## src/rtl/fp_div_pkg.sv

```systemverilog
// Shared types and constants for the run-time clock-divider controller.
package fp_div_pkg;
  typedef enum logic [1:0] {STOP, RUN, DRAIN} state_t;
  localparam int DIV_MIN   = 2;
  localparam int CNT_W_DEF = 8;
endpackage

```

## src/rtl/fp_div_cnt.sv

```systemverilog
// Period counter for the divider: counts 0..div-1 while running, flags the
// wrap cycle and decodes the divided clock and period-start tick.
module fp_div_cnt #(
  parameter int CNT_W = 8
) (
  input  logic             clk,
  input  logic             rst,
  input  logic             run,
  input  logic             load,
  input  logic [CNT_W-1:0] div,
  output logic             wrap,
  output logic             out_clk,
  output logic             out_tick
);
  logic [CNT_W-1:0] cnt;

  assign wrap     = run && (cnt == div - CNT_W'(1));
  assign out_clk  = run && (cnt < (div >> 1));
  assign out_tick = run && (cnt == '0);

  // Counter held at zero whenever stopped, so a start always begins a fresh period.
  always_ff @(posedge clk) begin
    if (!rst || !run || load || wrap) begin
      cnt <= '0;
    end else begin
      cnt <= cnt + CNT_W'(1);
    end
  end
endmodule

```

## src/rtl/fp_div_ctrl.sv

```systemverilog
// Divider controller: handshake, pending-request registers and the FSM that
// applies ratio/run changes only at period boundaries.
module fp_div_ctrl
  import fp_div_pkg::*;
#(
  parameter int CNT_W   = CNT_W_DEF,
  parameter int DEF_DIV = 5
) (
  input  logic             in_clk,
  input  logic             in_rst,
  input  logic             cfg_valid,
  output logic             cfg_ready,
  input  logic             cfg_run,
  input  logic [CNT_W-1:0] cfg_div,
  output logic             out_clk,
  output logic             out_tick,
  output logic [CNT_W-1:0] cur_div,
  output logic             busy,
  output logic             cfg_err
);
  state_t           state;
  logic             pend_run;
  logic [CNT_W-1:0] pend_div;
  logic             accept;
  logic             legal;
  logic             wrap;
  logic             running;
  logic             load;

  assign busy      = (state == DRAIN);
  assign cfg_ready = !busy;
  assign running   = (state != STOP);
  assign accept    = cfg_valid && cfg_ready;
  assign legal     = (cfg_div >= CNT_W'(DIV_MIN));

  // A new ratio starts a fresh period from zero.
  always_comb begin
    load = 1'b0;
    case (state)
      STOP:    load = accept && cfg_run && legal;
      RUN:     load = accept && cfg_run && legal && wrap;
      DRAIN:   load = wrap && pend_run;
      default: load = 1'b0;
    endcase
  end

  always_ff @(posedge in_clk) begin
    if (!in_rst) begin
      state    <= STOP;
      cur_div  <= CNT_W'(DEF_DIV);
      pend_run <= 1'b0;
      cfg_err  <= 1'b0;
    end else begin
      cfg_err <= accept && cfg_run && !legal;
      case (state)
        STOP: begin
          if (accept && cfg_run && legal) begin
            cur_div <= cfg_div;
            state   <= RUN;
          end
        end
        RUN: begin
          if (accept && (!cfg_run || legal)) begin
            // On the wrap itself the request lands at this boundary with no drain.
            if (wrap) begin
              if (cfg_run) cur_div <= cfg_div;
              else         state   <= STOP;
            end else begin
              pend_run <= cfg_run;
              pend_div <= cfg_div;
              state    <= DRAIN;
            end
          end
        end
        DRAIN: begin
          if (wrap) begin
            if (pend_run) begin
              cur_div <= pend_div;
              state   <= RUN;
            end else begin
              state <= STOP;
            end
          end
        end
        default: state <= STOP;
      endcase
    end
  end

  fp_div_cnt #(.CNT_W(CNT_W)) u_cnt (
    .clk      (in_clk),
    .rst      (in_rst),
    .run      (running),
    .load     (load),
    .div      (cur_div),
    .wrap     (wrap),
    .out_clk  (out_clk),
    .out_tick (out_tick)
  );
endmodule

```

## config.mk

```make
export PLATFORM = sky130hd
export DESIGN_NAME = fp_div_ctrl
export DESIGN_NICKNAME = d
export VERILOG_FILES = /design/src/rtl/fp_div_pkg.sv /design/src/rtl/fp_div_cnt.sv /design/src/rtl/fp_div_ctrl.sv
export SDC_FILE = /design/constraint.sdc
export NUM_CORES = 1
export LEC_CHECK = 0
export CAP_MARGIN = 20
export CORE_UTILIZATION = 40
export DETAILED_ROUTE_END_ITERATION = 6
export SKIP_LAST_GASP = 1
export SLEW_MARGIN = 25
export SYNTH_ARGS = -nofsm -noshare
export SYNTH_HDL_FRONTEND = slang
export SYNTH_HIERARCHICAL = 1
export SYNTH_SLANG_ARGS = --single-unit
```

## constraint.sdc

```tcl
create_clock -name in_clk -period 3.2 [get_ports in_clk]
set_input_delay 0.64 -clock in_clk [delete_from_list [all_inputs] [get_ports in_clk]]
set_output_delay 0.64 -clock in_clk [all_outputs]
set_load 0.1 [all_outputs]
```

==> results of run 1 <==
## worst paths after layout
path | startpoint | end | slack (ns) | cells past startpoint
worst max register to register | cur_div[0]$_SDFFE_PN1P_ | u_cnt/cnt[7]$_SDFF_PP0_ | 0.36 | 10
worst max-delay path | cur_div[0]$_SDFFE_PN1P_ | u_cnt/cnt[7]$_SDFF_PP0_ | 0.36 | 10
worst min-delay path | state[1]$_SDFFE_PN0P_ | state[1]$_SDFFE_PN0P_ | 0.51 | 2
worst min register to register | state[1]$_SDFFE_PN0P_ | state[1]$_SDFFE_PN0P_ | 0.51 | 2
## power groups by stage
stage	clock (uW)	combinational (uW)	sequential, uW
final	280	1310	576
after floorplan	0	686	919
after global placement	0	1300	581
after CTS	291	1310	578
after global routing	306	1390	597
after detailed placement	0	1300	586
## tightest hold or removal path: stages, from the launching register on
cell	delay, ns
dfxtp_1	0.35
nand2_1	0.06
mux2i_1	0.06
## synth_stat cells, types with 2 or more instances
cell | instances | area share, %
dfxtp_1 | 20 | 22
inv_1 | 18 | 3.7
ha_1 | 13 | 8.8
mux2i_1 | 10 | 5.4
nand2_1 | 10 | 2.0
edfxtp_1 | 8 | 13
o211ai_1 | 8 | 3.3
nor4_2 | 7 | 4.8
o211a_1 | 7 | 3.8
xnor2_1 | 7 | 3.3
xor2_1 | 7 | 3.3
a21oi_1 | 6 | 1.6
nor2_1 | 6 | 1.2
nor2b_1 | 6 | 2.0
nand3_1 | 5 | 1.4
a211oi_1 | 3 | 1.2
and3_1 | 3 | 1.0
buf_6 | 3 | 1.8
nand2b_1 | 3 | 1.0
o21ai_0 | 3 | 0.81
a31oi_1 | 2 | 0.68
and3b_1 | 2 | 0.95
buf_1 | 2 | 0.41
nand3b_1 | 2 | 0.81
nand4_1 | 2 | 0.68
nor3b_1 | 2 | 0.81
or3_1 | 2 | 0.68
## layout by cell type, fill, tap and decap left out, types with 2 or more instances in the layout
cell type and n:
a211oi_1 3, a21oi_1 6, a31oi_1 2, and3_1 3, and3b_1 2, buf_4 17, clkbuf_8 3, clkdlybuf4s50_1 11
dfxtp_1 13, dfxtp_2 5, dfxtp_4 2, edfxtp_1 8, ha_1 13, inv_1 18, mux2i_1 10, nand2_1 10
nand2b_1 3, nand3_1 5, nand3b_1 2, nand4_1 2, nor2_1 6, nor2b_1 6, nor3b_1 2, nor4_2 7
o211a_1 7, o211ai_1 8, o21ai_0 3, or3_1 2, xnor2_1 7, xor2_1 7
## metal layers
metal | GRT usage, % | up-vias | share of wire (%)
met3 | 2.45 | 2 | 4.6
li1 | - | 728 | -
met1 | 26.1 | 691 | 50
met5 | 0 | - | 0
met2 | 26.9 | 33 | 45
met4 | 3.33 | 0 | 0.33
## registers in the layout (all words and copies together), names as in the netlist
register	count
pend_run	1
pend_div	8
state	2
cur_div	8
cfg_err	1
u_cnt/cnt	8
## final cells by class
cell class / instances / area (um2) / share of cell area (%)
multi-input combinational: 132 / 1110 / 49.9
inverter: 18 / 67.6 / 3.03
sequential: 28 / 654 / 29.4
clock inverter: 1 / 30.0 / 1.35
timing repair buffer: 29 / 258 / 11.6
tap: 52 / 65.1 / 2.92
clock buffer: 3 / 41.3 / 1.85
## metrics by stage
| step | utilization (%) | area [um2] | setup slack [ns] | instances |
|---|---|---|---|---|
| finish | 50.8 | 2230 | 0.356 | 263 |
| global route | 50.8 | 2230 | 0.0871 | 263 |
| CTS | 50.8 | 2230 | 0.330 | 263 |
| detailed placement | 49.2 | 2160 | 0.312 | 259 |
| global placement | 49.2 | 2160 | 0.381 | 259 |
| floorplan | - | 1890 | 0.0402 | 186 |
## logic make-up after synthesis
family,after synthesis
fa+ha+maj,13
mux,11
buf+inv,26
simple gates,58
xor+xnor,14
compound gates,36
flops,28
==> impl_metrics.ini, run 1 <==
[floorplanning]
start_util_pct = 42.0
fp-row-count = 24
die_area_um2 = 4880
pin_count = 25
core-area_um2 = 4380
die_w_um = 69.9
die_h_um = 69.9

[synth]
synth_fa_ha_area_share_pct = 8.83
synth-xor-area-share_pct = 6.66
synth-main-ff-cell = dfxtp_1
synth_cells = 186
yosysWarnings = 6
synth_edf_count = 8
synthesis.nets = 211
netlist_area_um2 = 1840
yosysUniqueCellTypes = 46
ys_ff_latch = 28
synthMuxAreaShare_pct = 6.25
ys_seq_area_share_pct = 34.8
synthSimpleGateAreaFrac_pct = 22.1
syn_area_per_cell_um2 = 9.90
synth_top_family_by_area = simple AND/OR/NAND/NOR gates
synth_compound_area_share_pct = 14.7
async_flop_share_pct = 0

[cells_and_area]
fill_cells = 403
nets = 237
drive_above_1_share_pct = 20.4
antenna_cells = 0
area.growth.synth_to_final_pct = 20.9

[sta]
tightest_slew_ns = 0.912
clock_skew_ns = 0.00249
fmax_mhz = 352
setup_viol = 0
min_period_over_period_pct = 88.9
hold_viol = 0
max-slew-margin-rel_pct = 39.2
tns_ns = 0
layout_min_cycle_time_ns = 2.84
fin_hold_ws_ns = 0.511
slew_violations = 0
grt_setup_unrepaired = false

[pwr]
p_int_uw = 1030
combPwrFrac_pct = 60.4
p_per_area_nw_per_um2 = 971
clkPwrFrac_pct = 12.9
design_power_total_uw = 2160
p_sw_share_pct = 52.2
leakagePower_uw = 0.000911
pwr-share-seq_pct = 26.6
irDropWorstVdd_mv = 0.448
p_sw_uw = 1130

[critical_path]
crit_path_max_fanout = 8
cp_top_family = compound AO/OA/AOI/OAI gates
worst-setup-path-type = reg -> reg
critPathBufInv = 1
startpoint_type = register
critPathCaptureType = register
worstPathRequired_ns = 3.33
cp_data_arrival_time_ns = 2.97
slowest_stage = a21oi_1
crit_path_max_incr_delay_ns = 0.72
path_cells = inv_1 > ha_1 > xor2_1 > o211ai_1 > a211oi_1 > and4_1 > and3_1 > o21ai_0 > a21oi_1 > nor4_2

[clock_network]
post_cts_resized = 0
cts_max_level = 1
numCtsBuffers = 3
clk_latency_ns = 0.27
cts_tree = built
cts_setup_buffers = 0
clockBufferDepth = 2
cts_root_buf = clkbuf_8
clkSinkCount = 28
cts_hold_buffers = 0
clk_pin_slew_ns = 0.10

[global_route]
grt_pass1_vias = 1371
antenna_found_initial = 0
grt_pass1_wl_mm = 6.96
grt.total_usage_pct = 17.5
grt_max_degree = 17
overflow = 0

[place]
place.gp.congestion = 0.761
hpwl_mm = 3.06
io_buffers = 24

[drt]
routed_wl_mm = 3.94
routedWlPerCell_um = 15.0
vias = 1454
drt-vias-per-instance = 5.53
drtIter0Drc = 115
drcViolationCount = 0
antenna_left = 0
first_pass_iters = 4

[outcome]
outcome = finished clean

[job]
cap_violations = 0

[worst_hold_path]
hp-class = reg -> reg
Power figures use the tool's default switching activity.
==> run 2, diff against run 1 <==
--- a/config.mk
+++ b/config.mk
@@ -7,7 +7,10 @@
 export LEC_CHECK = 0
 export CAP_MARGIN = 20
 export CORE_UTILIZATION = 40
+export CTS_CLUSTER_SIZE = 14
 export DETAILED_ROUTE_END_ITERATION = 6
+export DONT_BUFFER_PORTS = 1
+export HOLD_SLACK_MARGIN = 0.03
 export SKIP_LAST_GASP = 1
 export SLEW_MARGIN = 25
 export SYNTH_ARGS = -nofsm -noshare
==> impl_metrics.ini, run 2 (synthesized netlist as in run 1, its figures left out) <==
[critical_path]
crit_path_max_fanout = 8
critPathCaptureType = register
startpoint_type = register
reg2reg_depth = 10
cp_data_arrival_time_ns = 3.05
worstPathRequired_ns = 3.37
worst-setup-path-type = reg -> reg

[drt]
drtIter0Drc = 115
drcViolationCount = 0
antenna_left = 0
drt-vias-per-instance = 5.59
routed_wl_mm = 3.87
routedWlPerCell_um = 15.6
vias = 1392
first_pass_iters = 4

[cells_and_area]
multiInputGateArea_um2 = 1110
final_cell_area_um2 = 2080
drive_above_1_share_pct = 20.8
stdcell_count = 249
largestRegisters = cur_div (8), pend_div (8), u_cnt/cnt (8)
antenna_cells = 0
most-common-layout-cells = inv_1 (18), buf_4 (15), dfxtp_1 (13), ha_1 (12)
area.growth.synth_to_final_pct = 13.2
nets = 223
fill_cells = 423
seq_area_um2 = 654
final_common_cell = inv_1

[global_route]
grt_pass1_wl_mm = 6.73
grt_max_degree = 18
overflow = 0
grt.total_usage_pct = 16.8
grt_pass1_vias = 1391
antenna_found_initial = 0

[sta]
setup_viol = 0
layout_min_cycle_time_ns = 2.88
min_period_over_period_pct = 90.0
max-slew-margin-rel_pct = 37.0
fmax_mhz = 347
grt_setup_unrepaired = false
tns_ns = 0
tightest_slew_ns = 0.944
fin_hold_ws_ns = 0.455
clock_skew_ns = 0.00774
hold_viol = 0
slew_violations = 0

[pwr]
p_per_area_nw_per_um2 = 1010
p_sw_uw = 1120
combPwrFrac_pct = 60.2
pwr-share-seq_pct = 26.7
p_int_uw = 994
leakagePower_uw = 0.000848
clkPwrFrac_pct = 13.2
irDropWorstVdd_mv = 0.469
p_sw_share_pct = 52.9

[clock_network]
clk_pin_slew_ns = 0.10
cts_tree = built
cts_max_level = 1
post_cts_resized = 0
clockBufferDepth = 2
numCtsBuffers = 3
cts_hold_buffers = 0
clk_latency_ns = 0.27
clkSinkCount = 28
cts_setup_buffers = 0
cts_root_buf = clkbuf_8

[outcome]
outcome = finished clean

[place]
hpwl_mm = 2.98
place.gp.congestion = 0.812
post_dp_cell_area_um2 = 2010
dpl.cell_count = 245
io_buffers = 0

[floorplanning]
die_h_um = 69.9
die_area_um2 = 4880
pin_count = 25
start_util_pct = 42.0
die_w_um = 69.9
core-area_um2 = 4380
fp-row-count = 24

[worst_hold_path]
hp-class = in -> reg
hold_path_depth = 0

[job]
cap_violations = 0
==> run 2: changes by cell type in the layout (fill, tap and decap cells not counted), sizes merged <==
cell / delta
clkdlybuf4s50: -11
buf: -3
==> run 2: layout make-up <==
type | count | area share [%]
inverter | 18 | 3.24
clock buffer | 3 | 1.98
sequential | 28 | 31.4
timing repair buffer | 15 | 5.40
multi-input combinational | 132 | 53.4
clock inverter | 1 | 1.44
tap | 52 | 3.12
==> run 2: path summary, 6_finish.rpt <==
path,to,slack [ns],startpoint
max,cur_div[2]$_SDFFE_PN1P_,0.32,cur_div[0]$_SDFFE_PN1P_
min,pend_div[0]$_DFFE_PP_,0.45,cfg_div[0]
max reg2reg,cur_div[2]$_SDFFE_PN1P_,0.32,cur_div[0]$_SDFFE_PN1P_
min reg2reg,state[1]$_SDFFE_PN0P_,0.51,state[1]$_SDFFE_PN0P_
==> run 2: stage by stage <==
| stage | util (%) | setup slack [ns] | total power (uW) |
|---|---|---|---|
| 6_report | 47.5 | 0.321 | 2110 |
| 5_1_grt | 47.5 | 0.138 | 2240 |
| 4_1_cts | 47.5 | 0.309 | 2130 |
| 3_5_place_dp | 45.9 | 0.324 | 1840 |
| 3_3_place_gp | 45.9 | 0.490 | 1820 |
| 2_1_floorplan | - | 0.0402 | 1610 |
==> run 2: worst max-delay path, cell delays in order (launching register included) <==
cell,delay (ns)
dfxtp_4,0.39
inv_1,0.05
ha_1,0.29
xor2_1,0.15
o211ai_1,0.10
a211oi_1,0.24
and4_1,0.40
nor2b_1,0.17
o31a_1,0.30
o21a_1,0.35
mux2_4,0.33
==> run 2: power by group through the flow <==
| stage | clock network, uW | logic (uW) | registers, uW |
|---|---|---|---|
| finish | 278 | 1270 | 563 |
| global route | 305 | 1350 | 579 |
| CTS | 288 | 1280 | 564 |
| detailed placement | 0 | 1270 | 572 |
| global placement | 0 | 1260 | 566 |
| floorplan | 0 | 686 | 919 |
==> run 2: routing by layer <==
metal / GRT usage (%) / part of all wire (%) / vias up
met5: 0 / 0 / -
met4: 2.67 / 0.44 / 0
met3: 3.17 / 4.6 / 2
met1: 23.4 / 48 / 665
li1: - / - / 703
met2: 27.7 / 47 / 22
==> patch, RTL diff (config.mk and constraints of run 1) <==
Encoding of `state_t`: now one-hot (3 bits for 3 states).
--- a/src/rtl/fp_div_pkg.sv
+++ b/src/rtl/fp_div_pkg.sv
@@ -1,6 +1,6 @@
 // Shared types and constants for the run-time clock-divider controller.
 package fp_div_pkg;
-  typedef enum logic [1:0] {STOP, RUN, DRAIN} state_t;
+  typedef enum logic [2:0] {STOP = 3'b001, RUN = 3'b010, DRAIN = 3'b100} state_t;
   localparam int DIV_MIN   = 2;
   localparam int CNT_W_DEF = 8;
 endpackage
Check against the original RTL: no difference found for any inputs over 10 cycles, from zero or initial values and one cycle with in_rst low; not proved beyond that.
==> patch against run 1 <==
Setup slack improved by 0.056 ns; utilization up 0.50 points; maximum frequency rose by 2.0%; via count rose by 1.4%; synthesized area rose by 0.88%; worst hold slack better by 0.018 ns; design area increased by 1.7%; sequential cell count increased by 1; global-route usage grew 0.24 points; routed wire length up 2.5%.
Power is not compared: it rests on default switching activity, and its combinational part moved more than twofold at a synthesized area within 25%.
==> patch: results (changes against run 1) <==
Worst Path Arrival 2.96 ns (about the same); root buffer selected by CTS clkbuf_8; sequential element share of the synthesized area 35.6% (+0.77 points); max_cap viols 0 (unchanged); Resized cells post-CTS 0 (unchanged); Net Count, Synth 208 (-1.4%); Ant. Diodes 0 (unchanged); GRT Util Overall 17.7% (+0.24 points); dominant cells by area after synthesis dfxtp_1, edfxtp_1, ha_1; 1st-iter DRT viols 88 (-23%); crit path max fanout 12 (+4); number of buffers created by CTS 5 (+2); hold depth 1 (-1); Slew headroom 69.4% (+30 points); Peak VDD IR roughly 0.26 mV; synth unique cells 56 (+22%); Area after DPL 0.00217 mm2 (+0.87%); switching part of the total 40.0%; Synth Warn # 6 (unchanged); Clock Tree Buf Depth 2 (unchanged); number of synthesized flops with an enable pin 8 (unchanged); R2R depth 11 (+1); Clock transition at path regs 0.06 ns (-0.04 ns); post-DP HPWL 3.06 mm (-0.11%); initial antenna violation count 0 (unchanged); layout cells sized above 1 27.8% (+7.4 points); post-CTS setup buffers 0 (unchanged); Hold Crit Start pend_run; Post-Place Worst Slack 0.394 ns (+0.0815 ns); first-pass GRT wire length 6.93 mm (-0.30%); Final nets 236 (-0.42%); GPL Wtd Cong 0.798 (+4.8%); Fill cells 412 (+2.2%); input/output buffers 24 (unchanged); largest net degree at the start of global routing 14 (-3); Post-synth top cells dfxtp_1, inv_1, nor2_1, ha_1, edfxtp_1; number of global-route vias before repair 1428 (+4.2%); status finished, final reports clean; HP Class reg -> reg; Max H-tree Level 2 (+1); Lkg Pwr 0.857 nW; Routed wire per std cell 15.1 um (+0.60%); area leader, netlist dfxtp_1; Largest regs cur_div x8, pend_div x8, u_cnt/cnt x8; Critical R2R Capture cur_div[3]; clock skew 0.00392 ns (+0.00142 ns); Vias 1475 (+1.4%); DR pass1 iterations 4 (unchanged); RR Startpoint cur_div[0]; WHS Endpoint pend_run; clk_lat worst skew 0.27 ns (about the same); Post-synth ARST share 0% (unchanged)
==> patch: changes by cell type after synthesis, sizes merged, moves of 4 or more <==
| cell | run 1 | this run |
|---|---|---|
| o211a | 7 | 0 |
| a21oi | 6 | 10 |
| nand2 | 10 | 5 |
| nor4 | 8 | 12 |
| nor2b | 6 | 2 |
| ha | 13 | 9 |
| a311oi | 1 | 7 |
| mux2i | 10 | 6 |
| o211ai | 8 | 2 |
| nor2 | 6 | 13 |
==> patch: worst max path at each step <==
stage / from / to / slack (ns) / cells past startpoint
2_1_floorplan: cur_div[2] / out_clk / 0.14 / 6
3_3_place_gp: cfg_div[2] / pend_div[7] / 0.41 / 5
3_5_place_dp: cfg_div[2] / pend_div[5] / 0.39 / 5
4_1_cts: cur_div[0] / cur_div[3] / 0.40 / 11
5_1_grt: cur_div[0] / cur_div[3] / 0.23 / 11
6_report: cur_div[0] / cur_div[3] / 0.41 / 11
==> patch: kinds of logic after synthesis <==
family / Yosys count / synth area share (%)
AO/OA/AOI/OAI: 41 / 18.0
adder cells (fa/ha/maj): 9 / 6.06
AND/OR/NAND/NOR: 60 / 23.4
flip-flops: 29 / 35.6
buffers and inverters: 27 / 6.53
multiplexers: 7 / 3.84
XOR/XNOR: 14 / 6.60
==> patch: critical path: stages, from the launching register on <==
cell      delay [ns]
dfxtp_4         0.38
inv_1           0.05
ha_1            0.30
xor2_1          0.16
o211ai_1        0.10
a211oi_1        0.23
and4_1          0.29
or4b_1          0.49
o21ai_2         0.09
buf_4           0.23
a21oi_1         0.10
a311oi_2        0.26
==> patch: power groups by stage <==
stage | clock network, W | registers, W | logic (W)
after CTS | 0.000316 | 0.000444 | 0.000497
after floorplan | 0 | 0.000522 | 0.000305
after detailed placement | 0 | 0.000452 | 0.000496
final | 0.000306 | 0.000444 | 0.000494
after global placement | 0 | 0.000449 | 0.000489
after global routing | 0.000330 | 0.000448 | 0.000527
==> patch: final cells by class <==
cell class	count	area (um2)	share of cell area, %
inverters	20	75.1	3.31
clock buffers	8	90.1	3.98
well taps	52	65.1	2.87
flip-flops and latches	29	676	29.8
multi-input cells	131	1110	49.0
repair buffers	28	250	11.0
==> patch: metal layers <==
layer	track usage, %	wire (um)	up-vias
li1	-	-	749
met1	23.4	1910	698
met2	29.0	1970	23
met3	3.46	99	5
met4	6.00	57	0
met5	0	0	-
==> patch: stage by stage <==
| step | hold slack, ns | utilization [%] | instances |
|---|---|---|---|
| 2_1_floorplan | 0.490 | - | 187 |
| 6_report | 0.528 | 51.3 | 268 |
| 5_1_grt | 0.552 | 51.3 | 268 |
| 4_1_cts | 0.531 | 51.3 | 268 |
| 3_3_place_gp | 0.514 | 49.3 | 260 |
| 3_5_place_dp | 0.513 | 49.3 | 260 |
